## src/rtl/display_scan_mux.sv

```systemverilog
// Four-digit multiplexed display scanner with tear-free double-buffered loads.
// Optional leading-zero blanking is compiled in with `define DISPLAY_LEADING_ZERO_BLANK_EN.
module display_scan_mux #(
  parameter int REFRESH_DIV = 27000
) (
  input  logic        clk,
  input  logic        rst,
  input  logic [15:0] data_i,
  input  logic        load_i,
  input  logic        enable_i,
  output logic [3:0]  nibble_o,
  output logic [3:0]  an_o,
  output logic [1:0]  digit_o,
  output logic        pending_o
);

  localparam int CNT_W = (REFRESH_DIV > 2) ? $clog2(REFRESH_DIV) : 1;
  localparam logic [CNT_W-1:0] CNT_LAST = CNT_W'(REFRESH_DIV - 1);

  generate
    if (REFRESH_DIV < 2) begin : g_bad_div
      $error("display_scan_mux: REFRESH_DIV must be at least 2");
    end
  endgenerate

  logic [CNT_W-1:0] r_presc;
  logic [1:0]       r_digit;
  logic [15:0]      r_shadow;
  logic [15:0]      r_disp;
  logic             r_pending;
  logic [3:0]       r_nibble;
  logic [3:0]       r_an;

  logic        w_tick;
  logic        w_frame;
  logic [1:0]  w_digit_nxt;
  logic [15:0] w_disp_nxt;
  logic [3:0]  w_nibble_nxt;
  logic [3:0]  w_an_nxt;

  assign w_tick      = (r_presc == CNT_LAST);
  assign w_frame     = w_tick && (r_digit == 2'd3);
  assign w_digit_nxt = w_tick ? r_digit + 2'd1 : r_digit;

  // The display register only ever changes at a frame boundary, so a scan never mixes two values.
  always_comb begin
    w_disp_nxt = r_disp;
    if (w_frame) begin
      if (load_i)         w_disp_nxt = data_i;
      else if (r_pending) w_disp_nxt = r_shadow;
    end
  end

  // Outputs are precomputed from next-state values so they can be registered and still
  // show the new digit in the cycle right after the tick.
  always_comb begin
    logic [3:0] raw;
    logic       blank_lz;
    raw      = 4'h0;
    blank_lz = 1'b0;
    case (w_digit_nxt)
      2'd0: raw = w_disp_nxt[3:0];
      2'd1: raw = w_disp_nxt[7:4];
      2'd2: raw = w_disp_nxt[11:8];
      default: raw = w_disp_nxt[15:12];
    endcase
`ifdef DISPLAY_LEADING_ZERO_BLANK_EN
    case (w_digit_nxt)
      2'd1: blank_lz = (w_disp_nxt[15:4] == 12'h000);
      2'd2: blank_lz = (w_disp_nxt[15:8] == 8'h00);
      2'd3: blank_lz = (w_disp_nxt[15:12] == 4'h0);
      default: blank_lz = 1'b0;
    endcase
`endif
    if (!enable_i) begin
      w_nibble_nxt = 4'hF;
      w_an_nxt     = 4'b1111;
    end else begin
      w_nibble_nxt = blank_lz ? 4'hF : raw;
      w_an_nxt     = ~(4'b0001 << w_digit_nxt);
    end
  end

  // NOTE: all state below uses non-blocking assignments so every register samples
  // pre-edge values; blocking here would let the load logic see the updated digit.
  always_ff @(posedge clk) begin
    if (rst) begin
      r_presc   <= '0;
      r_digit   <= 2'd0;
      r_shadow  <= 16'h0000;
      r_disp    <= 16'h0000;
      r_pending <= 1'b0;
      r_nibble  <= 4'h0;
      r_an      <= 4'b1110;
    end else begin
      r_presc  <= w_tick ? '0 : r_presc + 1'b1;
      r_digit  <= w_digit_nxt;
      r_disp   <= w_disp_nxt;
      r_nibble <= w_nibble_nxt;
      r_an     <= w_an_nxt;
      if (load_i) begin
        r_shadow  <= data_i;
        r_pending <= !w_frame;
      end else if (w_frame) begin
        r_pending <= 1'b0;
      end
    end
  end

  assign nibble_o  = r_nibble;
  assign an_o      = r_an;
  assign digit_o   = r_digit;
  assign pending_o = r_pending;

endmodule

```

## config.mk

```make
export PLATFORM = sky130hd
export DESIGN_NAME = display_scan_mux
export DESIGN_NICKNAME = d
export VERILOG_FILES = /design/src/rtl/display_scan_mux.sv
export SDC_FILE = /design/constraint.sdc
export NUM_CORES = 1
export LEC_CHECK = 0
export BUFFER_PORTS_ARGS = -buffer_cell sky130_fd_sc_hd__clkbuf_2
export CORE_MARGIN = 3
export CORE_UTILIZATION = 57
export DETAILED_ROUTE_END_ITERATION = 10
export PLACE_DENSITY = 0.77
export SLEW_MARGIN = 25
export SYNTH_ARGS = -nofsm -noshare
export SYNTH_HDL_FRONTEND = slang
export SYNTH_SLANG_ARGS = --single-unit
```

## constraint.sdc

```tcl
create_clock -name clk -period 2.87 [get_ports clk]
set_input_delay 0.1435 -clock clk [delete_from_list [all_inputs] [get_ports clk]]
set_output_delay 0.1435 -clock clk [all_outputs]
set_load 0.01 [all_outputs]
```

# Yosys cells after proc, flatten, opt, wreduce, memory -nomap -nowiden

Cells that the tools add are included.

Register bits after elaboration: 58
Logic and storage cells: 32

Add/subtract/negate cells: 2
Eq/ne operators: 4
Shifts and indexed selects: 1
Mux-type cells: 9
Bitwise operators: 2
Reductions and logical operators: 6

Operators by type and width:

| operator              | count |
|---|---|
| $mux 16               | 3 |
| $add 15x1->15 const B | 1 |
| $eq 15x15->1 const B  | 1 |
| $pmux 4 s3            | 1 |
| $eq 2x2->1 const B    | 2 |
| $mux 4                | 1 |
| $not 4->4             | 1 |
| $reduce_or 2->1       | 2 |
| $shl 1x2->4 const A   | 1 |
| $mux 1                | 3 |
| $add 2x1->2 const B   | 1 |
| $eq 2x1->1 const B    | 1 |
| $logic_not 2->1       | 1 |
| $mux 2                | 1 |
| $reduce_bool 2->1     | 1 |
| $logic_and 1x1->1     | 1 |
| $logic_not 1->1       | 1 |
| $not 1->1             | 1 |

# Depth between registers and ports, before layout

Depth after elaboration: 5
Depth in mapped cells: 7
Mapped depth without buffers: 6

# Worst setup path after synthesis

OpenSTA, ideal clock, no wires.

Kind: register to register
Start point: register r_presc[10]
End point: register r_nibble[0], in the netlist nibble_o[0]
Arrival time: 2.189 ns
Slack: 0.543 ns
Cell stages (with the launch flop): 7
Buffers on the path: 1
Period minus slack after synthesis: 2.327 ns
Cell sequence: dfxtp_1 > or4b_4 > nor4_4 > buf_2 > mux2_2 > a22oi_1 > a41oi_1

Cells in the longest elaborated chain, start to end: 5
Elaborated cells on any way between the ends: 9
Those cells by class: eq/ne: 3; mux: 4; reduce/logical: 2

RTL lines:

| element                                     | line   | text |
|---|---|---|
| from (decl)                                 | 26     | `logic [CNT_W-1:0] r_presc;` |
| from (signal assigned)                      | 96     | `r_presc <= w_tick ? '0 : r_presc + 1'b1;` |
| $eq 15x15->1 *                              | 41     | `assign w_tick = (r_presc == CNT_LAST);` |
| $mux 2 or $logic_and 1x1->1 (tied branches) | 43, 42 |  |
| $eq 2x2->1, or another cell as far along    | 61     | `case (w_digit_nxt)` |
| $pmux 4 s3 *                                | 61     |  |
| $mux 4 *                                    | 75     | `if (!enable_i) begin` |
| to (signal assigned)                        | 99     | `r_nibble <= w_nibble_nxt;` |
| to (decl)                                   | 31     | `logic [3:0] r_nibble;` |

Every way passes the cells marked *; elsewhere a longest branch is shown, timed or not.
A chain may end at the register's enable or synchronous reset.

# Worst setup path after layout

Start point: register r_presc[10]
End point: register r_nibble[3], in the netlist nibble_o[3]

The elaborated chain is that of the path after synthesis.

==> flow_summary.toml <==
[layout]
drive_gt1_frac = 0.211
seqCellArea_mm2 = 0.00116
layout_commonest_cell = "dfxtp_1"
multi_input_area_mm2 = 0.00136
area_growth_pct = 14.7
final_cell_mix = "dfxtp_1, nor2_1, clkbuf_2"
antenna_cells = 0
fillers = 316
nNetsFinal = 335

[global_route]
grt-ovfl-total = 0
grt_pass1_wl_um = 9120
grt_pass1_vias = 1955
antenna_found_initial = 0
grt.total_usage = 0.220
grt_max_degree = 43

[synthesis]
synth_edf_count = 0
yosysUniqueCellTypes = 38
synth_fa_ha_area_frac = 0.00961
synth_top_family_by_area = "simple AND/OR/NAND/NOR gates"
syn-mean-instance-area_um2 = 9.17
async_flop_share = 0
ys_ff_latch = 58
synthSimpleGateAreaFrac = 0.231
synth-compound-area-share = 0.125
syn_area_mm2 = 0.00260
synth-xor-area-share = 0.0471
ys.flop_type = "dfxtp_1"
ys_seq_area_frac = 0.446
syn_nets = 306
synth.mux.area_fraction = 0.111
yosysWarnings = 0
syn_inst = 284

[timing]
tightest_slew_ns = 0.853
fmax_mhz = 403
setup_viol = 0
holdWs_ns = 0.0612
rsz0062_at_grt = "no"
min_period_ns = 2.48
slew-limit-headroom = 0.431
finalSetupTns_ns = 0
hold_viol = 0
finalMaxSlewViolations = 0
fin_worst_skew_ns = 0.00585
finalCritPeriodShare = 0.866

[routing]
vias = 2054
ant_nets = 0
wl_um = 5350
drt_iter0_markers = 165
drc = 0
drt-wirelength-per-cell_um = 14.5
viasPerCell = 5.58
dr.pass1.iters = 4

[place]
port_buffers = 30
dp_hpwl_um = 3730
gp_congestion = 0.766

[floorplanning]
die_w_um = 73.6
row_count = 23
io_pins = 31
die-area_mm2 = 0.00541
coreArea_mm2 = 0.00420
initial_core_util = 0.620
die_y_um = 73.6

[clocking]
clockBufferDepth = 2
cts_root_buf = "clkbuf_8"
clk_latency_ns = 0.33
cts_inserted_buffers = 9
cts-htree-levels = 3
cts_resized = 0
post_cts_buffers = 0
clk_pin_slew_ns = 0.06
cts_tree = "done"
clock-sinks = 58
cts_hold_buffers = 0

[critical_path]
endpoint_kind = "register"
crit_type = "reg2reg"
crit_path_start_kind = "register"
crit_arrival_ns = 2.64
cp_max_fo = 5
required_ns = 3.03

[run_status]
status = "finished clean"

[pwr]
max-vdd-ir-drop_mv = 0.422
p_leak_nw = 1.21
p_per_area_mw_per_mm2 = 586

[job]
maxCapViolCount = 0

[min_path]
hold_class = "in2reg"
-- per-layer routing --
layer / part of all wire / GRT usage
met2: 0.45 / 0.330
met5: 0 / 0
met1: 0.50 / 0.298
met3: 0.042 / 0.0424
met4: 0.015 / 0.119
-- metrics by stage --
stage / instances / setup WS [ns] / cell area [um^2] / total power [mW] / util
finish: 368 / 0.386 / 2990 / 1.75 / 0.711
global route: 368 / 0.302 / 2990 / 1.81 / 0.711
CTS: 368 / 0.381 / 2990 / 1.77 / 0.711
detailed placement: 352 / 0.396 / 2770 / 0.946 / 0.659
global placement: 352 / 0.483 / 2770 / 0.943 / 0.659
floorplan: 284 / 0.543 / 2600 / 0.912 / -
-- state kept, by name (all words and copies together), names as in the netlist --
register   count
an_o           4
digit_o        2
nibble_o       4
pending_o      1
r_disp        16
r_presc       15
r_shadow      16
-- cell usage after synthesis, drive strengths merged, types with 5 or more instances --
library cell,number,area (um^2)
o21ai,9,45.0
and3,8,53.8
and2,7,43.8
o22ai,5,31.3
nand3,5,25.0
mux2,13,150
nor2b,12,75.1
clkbuf,8,30.0
nor3,7,35.0
nor2,41,154
xor2,8,70.1
xnor2,6,52.6
a21oi,13,65.1
nand2,26,97.6
buf,6,33.8
dfxtp,58,1160
a32o,8,80.1
mux2i,14,140
-- path summary, 6_finish.rpt --
| kind | start | to | slack, ns | depth (start not counted) |
|---|---|---|---|---|
| max | r_presc[10]$_SDFF_PP0_ | nibble_o[3]$_SDFF_PP0_ | 0.39 | 5 |
| max reg2reg | r_presc[10]$_SDFF_PP0_ | nibble_o[3]$_SDFF_PP0_ | 0.39 | 5 |
| min reg2reg | r_presc[0]$_SDFF_PP0_ | r_presc[0]$_SDFF_PP0_ | 0.46 | 1 |
| min | data_i[9] | r_shadow[9]$_SDFFE_PP0P_ | 0.06 | 3 |
-- layout make-up --
class                   instances  share of cell area
clock buffers                  11              0.0473
clock inverters                 5              0.0260
inverters                       4             0.00503
multi-input cells             208               0.457
flip-flops and latches         58               0.389
well taps                      50              0.0209
repair buffers                 32              0.0553
-- report_power, final --
part / leakage (nW) / internal, mW / switching [mW]
Combinational: 0.626 / 0.0347 / 0.0514
Clock: 0.109 / 0.510 / 0.312
Sequential: 0.473 / 0.826 / 0.0158
-- logic make-up (layout without fill, tap and decap cells) --
family | count (synthesis) | count (layout)
AND/OR/NAND/NOR | 117 | 117
flip-flops | 58 | 58
AO/OA/AOI/OAI | 48 | 48
multiplexers | 27 | 27
buffers and inverters | 18 | 52
XOR/XNOR | 14 | 14
adder cells (fa/ha/maj) | 2 | 2
-- critical path, stage by stage (launching register included) --
cell and delay, ns:
dfxtp_1 0.35, or4b_4 0.59, or4_2 0.73, and2_1 0.20
o31ai_1 0.28, a41oi_1 0.16
Note: power is estimated with default switching activity, not from simulation.
